$ cat config.mk
export PLATFORM = sky130hd
export DESIGN_NAME = spi_master
export DESIGN_NICKNAME = d
export VERILOG_FILES = /design/src/rtl/spi_pkg.sv /design/src/rtl/spi_clk_gen.sv /design/src/rtl/spi_master.sv
export SDC_FILE = /design/constraint.sdc
export NUM_CORES = 1
export LEC_CHECK = 0
export CAP_MARGIN = 20
export CORE_MARGIN = 10
export CORE_UTILIZATION = 45
export CTS_BUF_LIST = sky130_fd_sc_hd__clkbuf_8
export CTS_CLUSTER_DIAMETER = 80
export DETAILED_ROUTE_END_ITERATION = 8
export GPL_TIMING_DRIVEN = 0
export PLACE_DENSITY = 0.7
export SYNTH_ARGS = -nofsm -noshare
export SYNTH_HDL_FRONTEND = slang
export SYNTH_HIERARCHICAL = 1
export SYNTH_SLANG_ARGS = --single-unit
export TNS_END_PERCENT = 50
$ cat constraint.sdc
create_clock -name clk -period 2.3 [get_ports clk]
set_clock_uncertainty 0.1 [all_clocks]
set_input_delay 0.46 -clock clk [delete_from_list [all_inputs] [get_ports clk]]
set_output_delay 0.46 -clock clk [all_outputs]
set_load 0.005 [all_outputs]
$ cat src/rtl/spi_pkg.sv
// Shared SPI master definitions: FSM states, {cpol,cpha} mode encodings, default word width.
// Pure declarations; no logic, no latency, no flow control.
package spi_pkg;

    typedef enum logic [1:0] {
        IDLE  = 2'd0,
        SETUP = 2'd1,
        SHIFT = 2'd2,
        HOLD  = 2'd3
    } state_t;

    localparam logic [1:0] MODE0 = 2'b00;
    localparam logic [1:0] MODE1 = 2'b01;
    localparam logic [1:0] MODE2 = 2'b10;
    localparam logic [1:0] MODE3 = 2'b11;

    localparam int DATA_W_DEF = 8;

    // Which sck edge captures miso for a given clock phase.
    function automatic logic is_sample_edge(input logic cpha, input logic leading,
                                            input logic trailing);
        return cpha ? trailing : leading;
    endfunction

endpackage

$ cat src/rtl/spi_clk_gen.sv
// sck divider: tick every CLK_DIV cycles while run is high, leading/trailing edge strobes while edge_en.
// Strobes are combinational from the counter; the toggled sck becomes visible the cycle after a strobe.
module spi_clk_gen #(
    parameter int CLK_DIV = 4
) (
    input  logic clk,
    input  logic rst,
    input  logic run,
    input  logic edge_en,
    output logic tick,
    output logic leading,
    output logic trailing
);

    localparam int DIV_W = (CLK_DIV > 1) ? $clog2(CLK_DIV) : 1;
    localparam logic [DIV_W-1:0] DIV_LAST = DIV_W'(CLK_DIV - 1);

    logic [DIV_W-1:0] div_cnt;
    logic             phase;

    assign tick     = run && (div_cnt == DIV_LAST);
    assign leading  = tick && edge_en && !phase;
    assign trailing = tick && edge_en && phase;

    // Counter restarts from zero on every accept, so the first edge is always CLK_DIV cycles out.
    always_ff @(posedge clk or posedge rst) begin
        if (rst) begin
            div_cnt <= '0;
            phase   <= 1'b0;
        end else if (!run) begin
            div_cnt <= '0;
            phase   <= 1'b0;
        end else begin
            div_cnt <= (div_cnt == DIV_LAST) ? '0 : div_cnt + DIV_W'(1);
            if (tick && edge_en)
                phase <= ~phase;
        end
    end

endmodule

$ cat src/rtl/spi_master.sv
// SPI master, modes 0-3, one word per start; done at T0+1+CLK_DIV*(2*DATA_W+1). start ignored unless IDLE.
// Bit order is MSB first; define SPI_MASTER_LSB_FIRST_EN for LSB first with identical timing.
module spi_master
    import spi_pkg::*;
#(
    parameter int CLK_DIV = 4,
    parameter int DATA_W  = DATA_W_DEF
) (
    input  logic              clk,
    input  logic              rst,
    input  logic              start,
    input  logic              cpol,
    input  logic              cpha,
    input  logic [DATA_W-1:0] tx_data,
    output logic              busy,
    output logic              done,
    output logic [DATA_W-1:0] rx_data,
    output logic              sck,
    output logic              mosi,
    output logic              csn,
    input  logic              miso
);

    localparam int EW = $clog2(2 * DATA_W + 1);
    localparam logic [EW-1:0] LAST_EDGE = EW'(2 * DATA_W - 1);

    state_t            state;
    logic              cpol_r;
    logic              cpha_r;
    logic [DATA_W-1:0] tx_sr;
    logic [DATA_W-1:0] rx_sr;
    logic [DATA_W-1:0] tx_next;
    logic [DATA_W-1:0] rx_next;
    logic [EW-1:0]     edge_cnt;
    logic              first_bit;
    logic              next_bit;
    logic              run;
    logic              edge_en;
    logic              tick;
    logic              leading;
    logic              trailing;
    logic              sample;
    logic              advance;

    assign run     = (state != IDLE);
    assign edge_en = (state == SETUP) || (state == SHIFT);

    spi_clk_gen #(
        .CLK_DIV (CLK_DIV)
    ) u_clk_gen (
        .clk      (clk),
        .rst      (rst),
        .run      (run),
        .edge_en  (edge_en),
        .tick     (tick),
        .leading  (leading),
        .trailing (trailing)
    );

    always_comb begin
`ifdef SPI_MASTER_LSB_FIRST_EN
        first_bit           = tx_data[0];
        tx_next             = tx_sr >> 1;
        next_bit            = tx_next[0];
        rx_next             = rx_sr >> 1;
        rx_next[DATA_W-1]   = miso;
`else
        first_bit           = tx_data[DATA_W-1];
        tx_next             = tx_sr << 1;
        next_bit            = tx_next[DATA_W-1];
        rx_next             = rx_sr << 1;
        rx_next[0]          = miso;
`endif
    end

    // The first bit is already on mosi from T0+1, so CPHA=1 skips the first leading
    // edge and CPHA=0 has nothing left to shift after the final trailing edge.
    assign sample  = is_sample_edge(cpha_r, leading, trailing);
    assign advance = cpha_r ? (leading && (edge_cnt != '0))
                            : (trailing && (edge_cnt != LAST_EDGE));

    always_ff @(posedge clk or posedge rst) begin
        if (rst) begin
            state    <= IDLE;
            cpol_r   <= 1'b0;
            cpha_r   <= 1'b0;
            tx_sr    <= '0;
            rx_sr    <= '0;
            edge_cnt <= '0;
            csn      <= 1'b1;
            sck      <= 1'b0;
            mosi     <= 1'b0;
            busy     <= 1'b0;
            done     <= 1'b0;
            rx_data  <= '0;
        end else begin
            done <= 1'b0;
            unique case (state)
                IDLE: begin
                    csn  <= 1'b1;
                    mosi <= 1'b0;
                    busy <= 1'b0;
                    sck  <= cpol_r;
                    if (start) begin
                        cpol_r   <= cpol;
                        cpha_r   <= cpha;
                        sck      <= cpol;
                        tx_sr    <= tx_data;
                        rx_sr    <= '0;
                        edge_cnt <= '0;
                        mosi     <= first_bit;
                        csn      <= 1'b0;
                        busy     <= 1'b1;
                        state    <= SETUP;
                    end
                end
                SETUP, SHIFT: begin
                    if (leading || trailing) begin
                        sck      <= ~sck;
                        edge_cnt <= edge_cnt + EW'(1);
                        if (sample)
                            rx_sr <= rx_next;
                        if (advance) begin
                            tx_sr <= tx_next;
                            mosi  <= next_bit;
                        end
                        state <= (edge_cnt == LAST_EDGE) ? HOLD : SHIFT;
                    end
                end
                HOLD: begin
                    if (tick) begin
                        csn     <= 1'b1;
                        busy    <= 1'b0;
                        mosi    <= 1'b0;
                        done    <= 1'b1;
                        rx_data <= rx_sr;
                        state   <= IDLE;
                    end
                end
                default: state <= IDLE;
            endcase
        end
    end

endmodule

# After elaboration in Yosys (flattened, before gate mapping)

Cells that the tools add are included.

Bitwise gates (word level): 2
Equality and inequality tests: 12
Reductions and logical operators: 24
$add $sub $neg: 2
Muxes and demuxes: 37

Operators by type and width:

| cell                                                                    | count |
|---|---|
| 8-bit 2-to-1 mux                                                        | 3 |
| 7-bit 2-to-1 mux                                                        | 3 |
| 1-bit 2-to-1 mux                                                        | 16 |
| 8-bit case mux with 2 select lines                                      | 1 |
| 7-bit case mux with 2 select lines                                      | 1 |
| 2-bit 2-to-1 mux                                                        | 5 |
| 5-bit 2-to-1 mux                                                        | 2 |
| 2-bit inequality test, second input constant                            | 5 |
| 5-bit case mux with 2 select lines                                      | 1 |
| 3-bit AND reduction                                                     | 3 |
| 2-bit AND reduction                                                     | 4 |
| 4-bit AND reduction                                                     | 2 |
| 2-bit equality test, second input constant                              | 3 |
| 1-bit logical AND                                                       | 6 |
| 1-bit case mux with 2 select lines                                      | 3 |
| 2-bit case mux with 3 select lines                                      | 1 |
| 2-bit nonzero test                                                      | 3 |
| 5-bit by 1-bit adder with 5-bit output, second input constant           | 1 |
| 5-bit by 4-bit equality test with 1-bit output, second input constant   | 1 |
| 5-bit by 4-bit inequality test with 1-bit output, second input constant | 1 |
| 5-bit nonzero test                                                      | 1 |
| 1-bit case mux with 3 select lines                                      | 1 |
| 2-bit by 1-bit adder with 2-bit output, second input constant           | 1 |
| 2-bit by 1-bit equality test with 1-bit output, second input constant   | 1 |
| other kinds (6)                                                         | 8 |

Bits of input ports: 14
Register bits after elaboration: 40
Word-level logic and storage cells: 91

# Depth between registers and ports, before layout

Gate-level depths: netlist of run 1.

Depth after elaboration: 9
Mapped depth: 10

# Cells and area by module

Netlist of run 1, hierarchy kept.

By module, submodules not included:

| module      | area each (um^2) | sequential area each (um^2) | times used | cells each |
|---|---|---|---|---|
| spi_master  | 1755.4           | 927.1                       | 1          | 176 |
| spi_clk_gen | 146.4            | 75.1                        | 1          | 14 |

# Worst setup path after synthesis of run 1

OpenSTA, ideal clock, no wires.

Path type: flip-flop to flip-flop
Start point: register state[0]
End point: register rx_sr[6]
Library setup time: 83 ps
Slack: -21 ps
Arrival time: 2139 ps
Stages on the path, launching flop included: 11
Clock period less this slack: 2321 ps
Cell sequence: dfrtp_1 inv_1 ha_1 inv_1 and2_4 and3_1 mux2i_1 a2111oi_4 clkbuf_1 nand3_1 o21ai_0

Cells in the longest elaborated chain, start to end: 7
Elaborated cells between the ends (all ways): 18
Classes of those cells: eq/ne: 5; mux: 2; reduce/logical: 11

Ends and longest elaborated chain:

| item                                                        | RTL line                         | source |
|---|---|---|
| start, declared                                             | spi_master.sv:27                 | `state_t state;` |
| start signal, assigned                                      | spi_master.sv:127                | `state <= (edge_cnt == LAST_EDGE) ? HOLD : SHIFT;` |
| 2-bit nonzero test (*)                                      | spi_master.sv:45                 | `assign run = (state != IDLE);` |
| named net run                                               | spi_master.sv:37                 | `logic run;` |
| 1-bit logical AND (*)                                       | spi_clk_gen.sv:21                | `assign tick = run && (div_cnt == DIV_LAST);` |
| named net tick                                              | spi_master.sv:39                 | `logic tick;` |
| 1-bit logical AND (*) (2 in series)                         | spi_clk_gen.sv:23                | `assign trailing = tick && edge_en && phase;` |
| named net trailing                                          | spi_master.sv:41                 | `logic trailing;` |
| 1-bit 2-to-1 mux / 1-bit logical OR (equally long branches) | spi_pkg.sv:22, spi_master.sv:118 |  |
| 2-bit inequality test (no source line)                      | -                                |  |
| 4-bit AND reduction (no source line) (*)                    | -                                |  |
| end signal, assigned                                        | spi_master.sv:122                | `rx_sr <= rx_next;` |
| end, declared                                               | spi_master.sv:31                 | `logic [DATA_W-1:0] rx_sr;` |

The timed path passes the listed nets; every way through them passes the cells marked *.
A chain may end at the register's enable or synchronous reset.

# Worst setup path after layout of run 1

Start point: register state[0]
End point: register rx_sr[5]

The elaborated chain is that of the path after synthesis.

==> results.cfg, run 1 <==
[outcome]
run_status = complete, no violations

[worst_setup_path]
worstRegToRegCells = 10
worstPathCellList = inv_2, ha_4, inv_4, and2_4, and3_4, mux2i_4, a2111oi_4, buf_4, nand3_1, o21ai_0
cp_data_required_time_ps = 2420
reg2reg_to = rx_sr[5]
critPathMaxStageDelay_ps = 460
maximum_net_fanout_on_the_critical_path = 6
timing.critical_path.arrival_ps = 2320
critical_path_launch_point_type = flop
start_of_the_worst_register_to_register_path = state[0]
critPathSlowestCell = a2111oi_4
worst-setup-path-type = flop to flop
timing.critical_path.to_type = flop
reg2reg_setup_slack_ps = 100

[logic_synthesis]
post_synth.cell_area_avg_um2 = 10.0
ys_dominant_reg_cell = dfrtp_1
number_of_synthesized_flops_with_an_enable_pin = 0
netlist.top_cell.by_area = dfrtp_1
post-synth-top-count-cell = dfrtp_1
syn_inst = 190
yosys_register_bits = 40
post-synth-top-area-fraction_pct = 51.3
yosysUniqueCellTypes = 33
postSynth.asyncResetShare_pct = 100
syn-num-nets = 212
post_synth_main_area_contributors = dfrtp_1 51%, o21ai_0 7.9%, ha_1 5.3%
syn-cell-area_mm2 = 0.00190
synth-seq-area-share_pct = 52.7
ys_top_cells_by_count = 39 x dfrtp_1, 30 x o21ai_0, 19 x nand2_1, 18 x inv_1, 12 x nand3_1
ys.warnings.count = 6

[route]
drc_errors = 0
dr_total_vias = 1522
number_of_vias_per_cell = 5.40
drt_iter0_markers = 99
drt_pass1_iterations = 4
detail_route.wl_per_cell_um = 15.0
route.final.wire_length_mm = 4.22
ant_nets = 0

[layout]
utilization_pct = 61.0
post_synthesis_to_final_layout_area_growth_pct = 30.1
final_layout_size_suffix_gt1_share_pct = 16.4
area.sequential_mm2 = 0.00100
multi_input_comb_area_um2 = 858
number_of_inserted_diodes = 0
finish.net_count = 253
layoutNonFillerInstCount = 282
n_fill_cell = 339

[clock_tree]
total_clock_buffers_created_by_cts = 5
clk_pin_slew_worst_paths_ps = 80
cts_tree = built
max-clock-path-buffers = 2
clock-sinks = 40
cts.htree.levels = 2
clockRootBuffer = clkbuf_8
worstSkewPairLatency_ps = 290

[sta]
worst_hold_margin_ps = 271
finalHoldViolations = 0
part_of_the_cycle_the_worst_path_needs_pct = 95.7
final-max-slew-violation-count = 0
maxSlewHeadroom_pct = 49.4
post-route-min-period_ps = 2200
finalSetupTns_ps = 0
finalSetupViolCount = 0
max_freq_ghz = 0.454
worstMarginPinSlew_ps = 758

[global_route]
grt_first_pass_wirelength_mm = 7.06
pin_count_of_the_biggest_net_entering_global_routing = 38
antenna_found_initial = 0
first_global_vias = 1544
grt.overflow.total = 0
grt_use_total_pct = 11.7

[die]
fp.dieArea_mm2 = 0.00723
die_width_um = 85.0
placementRows = 23
initial_utilization_pct = 46.9
pin_count = 27
die-height_um = 85.0
floorplan.core_area_mm2 = 0.00406

[power_and_ir_drop]
power_per_cell_area_mw_per_mm2 = 1440
p_leak_nw = 1.07
ir_worst_vdd_v = 0.000521

[job]
maxCapViolCount = 0

[place]
gp_congestion = 0.754
post-dp-hpwl_mm = 2.86
port_buffers = 26
placed_cells = 266

[min_path]
timing.hold.worst.class = input pin to asynchronous set/reset pin
[how the worst max path moves through the flow]
| stage | from | end | cells after the start |
|---|---|---|---|
| final | state[0] | rx_sr[5] | 10 |
| after global placement | state[0] | rx_sr[6] | 10 |
| after floorplan | state[0] | rx_sr[6] | 10 |
| after global routing | state[0] | rx_sr[0] | 10 |
| after detailed placement | state[0] | tx_sr[6] | 10 |
| after CTS | state[0] | tx_sr[1] | 10 |
[what timing repair did]
action	CTS	global route
buffers inserted	1	6
pin swaps	4	5
resized for setup	12	11
cloned	0	1
setup endpoints to repair	20	20
hold buffers	0	0
[report_power, final]
group	switching [mW]	total, mW	internal [mW]	leakage, nW
clock network	0.241	0.558	0.317	0.0593
registers	0.160	1.11	0.949	0.516
logic	1.03	1.88	0.853	0.498
[stage by stage]
step / worst slack [ps] / area (µm²) / total power [mW]
after floorplan: 18.6 / 1900 / 2.22
after global placement: -277 / 2230 / 2.64
after detailed placement: -343 / 2230 / 2.69
after CTS: 6.37 / 2380 / 3.41
after global routing: -19.1 / 2470 / 3.84
final: 99.6 / 2470 / 3.55
[cell families after synthesis]
family | synth area share [%]
adder cells (fa/ha/maj) | 5.26
AND/OR/NAND/NOR | 14.6
multiplexers | 5.39
AO/OA/AOI/OAI | 16.6
buffers and inverters | 5.46
flip-flops | 52.7
[worst max-delay path: cells and delay by family (launching register included)]
| kind | cells | cell delay [ps] |
|---|---|---|
| compound gates | 2 | 550 |
| mux | 1 | 80 |
| simple gates | 3 | 450 |
| buf+inv | 3 | 370 |
| fa+ha+maj | 1 | 170 |
| flops | 1 | 390 |
[state kept, by name, summed over array words and instances, names as in the netlist, 2 cells and up]
register and count:
u_clk_gen/div_cnt 2, rx_sr 8, state 2, tx_sr 7
edge_cnt 5, rx_data 8
[cells in the final DEF, fill, tap and decap left out, types with 2 or more instances in the layout]
cell type        count
nor3_1               3
nor3b_1              2
nor2_1               5
a21oi_1              9
o21ai_1              3
buf_4                7
nand3_1             11
mux2_2               2
inv_1               15
nand2_1             19
buf_6                2
ha_1                 7
dfrtp_1             39
clkbuf_1             2
mux2i_1              7
a31oi_1              8
o31ai_1              2
clkbuf_8             6
and2_1               2
o21ai_0             27
inv_2                3
clkdlybuf4s50_1     26
nor2b_1              2
[per-layer routing]
layer | routed length, µm | track usage, %
met1 | 1910 | 13.6
met2 | 2030 | 19.1
met3 | 222 | 4.40
met4 | 58 | 4.64
met5 | 0 | 0
[final cells by class]
type,instances,area share [%]
buffer,7,2.12
clock buffer,5,2.78
clock inverter,3,1.57
inverter,18,2.83
multi-input combinational,125,34.7
sequential,40,40.5
tap,50,2.53
timing repair buffer,34,12.9
(Power assumes the default switching activity.)
==> run 2: changes to the inputs <==
Settings changed: CORE_ASPECT_RATIO set to 0.9, SETUP_SLACK_MARGIN set to 0.4.
==> run 2 against run 1 <==
Utilization is 3.2 points higher. Fmax up 3.9%. Critical path depth decreased by 2. Total power grew 10%. Setup slack improved by 82 ps. Cell count rose by 3.5%. Highest routed layer unchanged.
==> results.cfg, run 2 (same netlist as run 1, synthesis figures left out) <==
[worst_setup_path]
timing.critical_path.arrival_ps = 2200
setup.worst_path.start = state[1]
worstRegToRegCells = 8
reg2reg_setup_slack_ps = 180
cp_data_required_time_ps = 2380
start_of_the_worst_register_to_register_path = state[1]
worst-setup-path-type = flop to flop
maximum_net_fanout_on_the_critical_path = 8
timing.critical_path.to_type = flop
critical_path_launch_point_type = flop

[layout]
post_synthesis_to_final_layout_area_growth_pct = 37.5
final_layout_size_suffix_gt1_share_pct = 26.2
finish.net_count = 265
number_of_inserted_diodes = 0
utilization_pct = 64.2
n_fill_cell = 310
layout.cells.most_common_list = 39 x dfrtp_1, 26 x clkdlybuf4s50_1, 18 x nand2_1
final_common_cell = dfrtp_1
layout_top_registers = rx_data: 8 flops, rx_sr: 8 flops, tx_sr: 7 flops
final_design_area_no_fill_mm2 = 0.00262

[clock_tree]
total_clock_buffers_created_by_cts = 5
worstSkewPairLatency_ps = 290
cts.hold.buffers_added = 0
cts_tree = built
cts.htree.levels = 2
max-clock-path-buffers = 2
clk_pin_slew_worst_paths_ps = 80
clockRootBuffer = clkbuf_8
clock-sinks = 40

[route]
drt_iter0_markers = 71
drt_pass1_iterations = 4
number_of_vias_per_cell = 5.54
dr_total_vias = 1619
drc_errors = 0
route.final.wire_length_mm = 4.50
ant_nets = 0
detail_route.wl_per_cell_um = 15.4

[global_route]
grt_util_met1_pct = 15.9
globalRouteMet2Util_pct = 20.5
grt_first_pass_wirelength_mm = 7.49
globalRoute.busiestLayer = met2
pin_count_of_the_biggest_net_entering_global_routing = 38
grt_use_total_pct = 13.0
first_global_vias = 1620
groute.layer.met3.usage_pct = 4.25
grt.overflow.total = 0
antenna_found_initial = 0

[sta]
worst_hold_margin_ps = 282
post-route-min-period_ps = 2120
worstMarginPinSlew_ps = 765
maxSlewHeadroom_pct = 49.0
part_of_the_cycle_the_worst_path_needs_pct = 92.1
finalHoldViolations = 0
max_freq_ghz = 0.472
rsz_0062_raised_after_global_routing = yes
finalSetupViolCount = 0
final-max-slew-violation-count = 0

[power_and_ir_drop]
p_leak_nw = 1.14
power_per_cell_area_mw_per_mm2 = 1500
p_total_mw = 3.92
ir_worst_vdd_v = 0.000681

[die]
initial_utilization_pct = 46.7
placementRows = 22
floorplan.core_area_mm2 = 0.00407
die-height_um = 81.7
die_width_um = 88.5
fp.dieArea_mm2 = 0.00723
pin_count = 27

[job]
maxCapViolCount = 0

[outcome]
run_status = complete, no violations

[place]
port_buffers = 26
post-dp-hpwl_mm = 2.83
gp_congestion = 0.772
cell_area_after_placement_mm2 = 0.00229

[min_path]
timing.hold.worst.class = input pin to asynchronous set/reset pin
-- run 2: stage by stage --
stage | std cells | TNS (ps) | setup slack (ps)
after floorplan | 190 | 0 | 230
after global routing | 292 | 0 | 85.1
after CTS | 287 | 0 | 178
after detailed placement | 264 | -330 | -79.8
after global placement | 264 | -504 | -96.7
final | 292 | 0 | 182
-- run 2: what timing repair did --
item,CTS,global route
setup endpoints to repair,24,34
pin swaps,8,10
setup buffers,12,5
gates resized for setup,16,13
gates cloned,3,0
-- run 2: worst max-delay path, cell delays in order (launching register included) --
cell and delay, ps:
dfrtp_1 380, inv_2 70, ha_4 290, buf_2 230, inv_1 150, a311o_2 440
buf_4 160, a21oi_1 140, a31oi_1 50
-- run 2: layout make-up --
type	count	area (µm²)	share of cell area, %
buffer	7	53.8	2.06
clock buffer	5	68.8	2.63
sequential	40	1000	38.3
clock inverter	3	38.8	1.48
tap	48	60.1	2.30
timing repair buffer	46	409	15.6
multi-input combinational	125	912	34.9
inverter	18	70.1	2.68
-- run 2: routing by layer --
metal  wire length (µm)  vias to the layer above
li1                   -                      765
met1               1940                      779
met2               2100                       59
met3                369                       16
met4                 84                        0
met5                  0                        -
-- run 2: power breakdown --
group / internal, mW / switching [mW]
Sequential: 0.949 / 0.166
Clock: 0.318 / 0.242
Combinational: 1.06 / 1.18
-- run 2: path summary, 6_finish.rpt --
| path | end |
|---|---|
| worst max-delay path | tx_sr[5] |
| worst min-delay path | u_clk_gen/div_cnt[1] |
| worst max register to register | tx_sr[5] |
| worst min register to register | u_clk_gen/div_cnt[0] |
| max in group asynchronous | rx_data[6] |
| min in group clk | u_clk_gen/div_cnt[0] |
==> run 3: changes to the inputs <==
Settings changed: CTS_BUF_LIST sky130_fd_sc_hd__clkbuf_8 to sky130_fd_sc_hd__clkbuf_4.
==> run 3 against run 2 <==
Cell count rose by 1.0%. First-iteration DRC count grew 28%. Sequential power barely moved. Sequential cell count unchanged. Largest power group unchanged. Setup slack got worse by 19 ps. Largest cell class unchanged. Sequential share of layout area fell by 0.27 points. Total power is 0.69% higher.
==> results.cfg, run 3 (same netlist as run 1, synthesis figures left out) <==
[outcome]
run_status = complete, no violations

[power_and_ir_drop]
intPower_mw = 2.32
power_frac_clock_pct = 12.0
p_sw_mw = 1.63
netSwitchingFraction_pct = 41.2
p_total_mw = 3.95
pwr-share-seq_pct = 28.3
power_frac_comb_pct = 59.7
power_per_cell_area_mw_per_mm2 = 1500
p_leak_nw = 1.15
ir_worst_vdd_v = 0.000657

[layout]
finish.net_count = 268
layoutNonFillerInstCount = 295
final_layout_size_suffix_gt1_share_pct = 29.6
layout_top_registers = rx_data: 8 flops, rx_sr: 8 flops, tx_sr: 7 flops
utilization_pct = 64.6
post_synthesis_to_final_layout_area_growth_pct = 38.5
final_common_cell = dfrtp_1
layout.cells.most_common_list = 39 x dfrtp_1, 26 x clkdlybuf4s50_1, 19 x o21ai_0
n_fill_cell = 300
number_of_inserted_diodes = 0

[worst_setup_path]
worst-path-buf-inv = 3
critPathSlowestCell = a2111oi_4
cpLargestDelayFamily = compound AO/OA/AOI/OAI gates
worst-setup-path-type = flop to flop
cp_data_required_time_ps = 2480
critical_path_launch_point_type = flop
timing.critical_path.arrival_ps = 2310
critPathMaxStageDelay_ps = 410
timing.critical_path.to_type = flop
worstPathCellList = inv_2, ha_4, inv_4, and2_4, and3_4, mux2i_4, a2111oi_4, clkbuf_8, nand3_2, o21ai_1
maximum_net_fanout_on_the_critical_path = 5

[route]
detail_route.wl_per_cell_um = 15.1
ant_nets = 0
drt_iter0_markers = 91
number_of_vias_per_cell = 5.46
dr_total_vias = 1611
drt_pass1_iterations = 4
drc_errors = 0
route.final.wire_length_mm = 4.46

[global_route]
pin_count_of_the_biggest_net_entering_global_routing = 38
globalRoute.busiestLayer = met2
grt_util_met1_pct = 15.5
grt_first_pass_wirelength_mm = 7.36
grt.overflow.total = 0
groute.layer.met3.usage_pct = 4.45
globalRouteMet2Util_pct = 20.2
first_global_vias = 1607
antenna_found_initial = 0
grt_use_total_pct = 12.9

[clock_tree]
max-clock-path-buffers = 2
clk_pin_slew_worst_paths_ps = 120
worstSkewPairLatency_ps = 360
cts.htree.levels = 2
clockRootBuffer = clkbuf_4
clock-sinks = 40
total_clock_buffers_created_by_cts = 5
cts.hold.buffers_added = 0
cts_tree = built

[sta]
maxSlewHeadroom_pct = 48.8
rsz_0062_raised_after_global_routing = yes
part_of_the_cycle_the_worst_path_needs_pct = 92.9
worstMarginPinSlew_ps = 767
max_freq_ghz = 0.468
finalHoldViolations = 0
post-route-min-period_ps = 2140
finalSetupViolCount = 0
finalSetupTns_ps = 0
final-max-slew-violation-count = 0

[place]
post-dp-hpwl_mm = 2.83
port_buffers = 26
gp_congestion = 0.772
placed_cells = 264

[die]
placementRows = 22
floorplan.core_area_mm2 = 0.00407
initial_utilization_pct = 46.7
die-height_um = 81.7
pin_count = 27
fp.dieArea_mm2 = 0.00723
die_width_um = 88.5

[min_path]
timing.hold.worst.class = input pin to asynchronous set/reset pin

[job]
maxCapViolCount = 0
run 3: cell count changes in the layout (fill, tap and decap cells not counted), moves of 2 or more:
cell	change
clkbuf_8	-5
o21ai_0	+2
a21oi_2	+4
buf_4	+2
a21oi_1	-4
clkbuf_4	+6
run 3: worst paths after layout:
| kind | start | to | slack [ps] | depth (start not counted) |
|---|---|---|---|---|
| min reg2reg | u_clk_gen/div_cnt[0] | u_clk_gen/div_cnt[0] | 350 | 1 |
| max | state[1] | rx_sr[6] | 160 | 10 |
| min in group clk | u_clk_gen/div_cnt[0] | u_clk_gen/div_cnt[0] | 350 | 1 |
| min | rst | u_clk_gen/div_cnt[1] | 210 | 2 |
| max reg2reg | state[1] | rx_sr[6] | 160 | 10 |
| max in group asynchronous | rst | rx_sr[7] | 1120 | 2 |
run 3: area by class of cell:
| class | count | area, µm² | share of cell area [%] |
|---|---|---|---|
| Buffer | 7 | 53.8 | 2.04 |
| Clock inverter | 2 | 35.0 | 1.33 |
| Inverter | 18 | 70.1 | 2.66 |
| Clock buffer | 6 | 45.0 | 1.71 |
| Timing Repair Buffer | 49 | 435 | 16.5 |
| Tap cell | 48 | 60.1 | 2.28 |
| Sequential cell | 40 | 1000 | 38.1 |
| Multi-Input combinational cell | 125 | 932 | 35.4 |
run 3: routing by layer:
layer	wire length [µm]	vias up
li1	-	780
met1	1960	785
met2	2080	37
met3	351	9
met4	62	0
met5	0	-
run 3: timing repair:
action,CTS,global route
pin swaps,8,6
gates cloned,2,1
hold endpoints to repair,0,0
setup buffers,12,8
setup endpoints to repair,25,35
resized for setup,13,20
run 3: per-stage QoR:
stage / setup WS, ps / cell area [µm²] / hold slack, ps
after detailed placement: -79.8 / 2290 / 333
final: 163 / 2630 / 206
after global placement: -96.7 / 2290 / 330
after CTS: 161 / 2510 / 203
after floorplan: 230 / 1970 / 114
after global routing: 68.0 / 2630 / 205
run 3: power by group through the flow:
stage | Combinational, mW | Sequential [mW] | Clock [mW]
finish | 2.36 | 1.12 | 0.475
global route | 2.56 | 1.15 | 0.516
CTS | 2.01 | 1.10 | 0.485
detailed placement | 1.70 | 1.12 | 0
global placement | 1.69 | 1.11 | 0
floorplan | 1.27 | 1.09 | 0
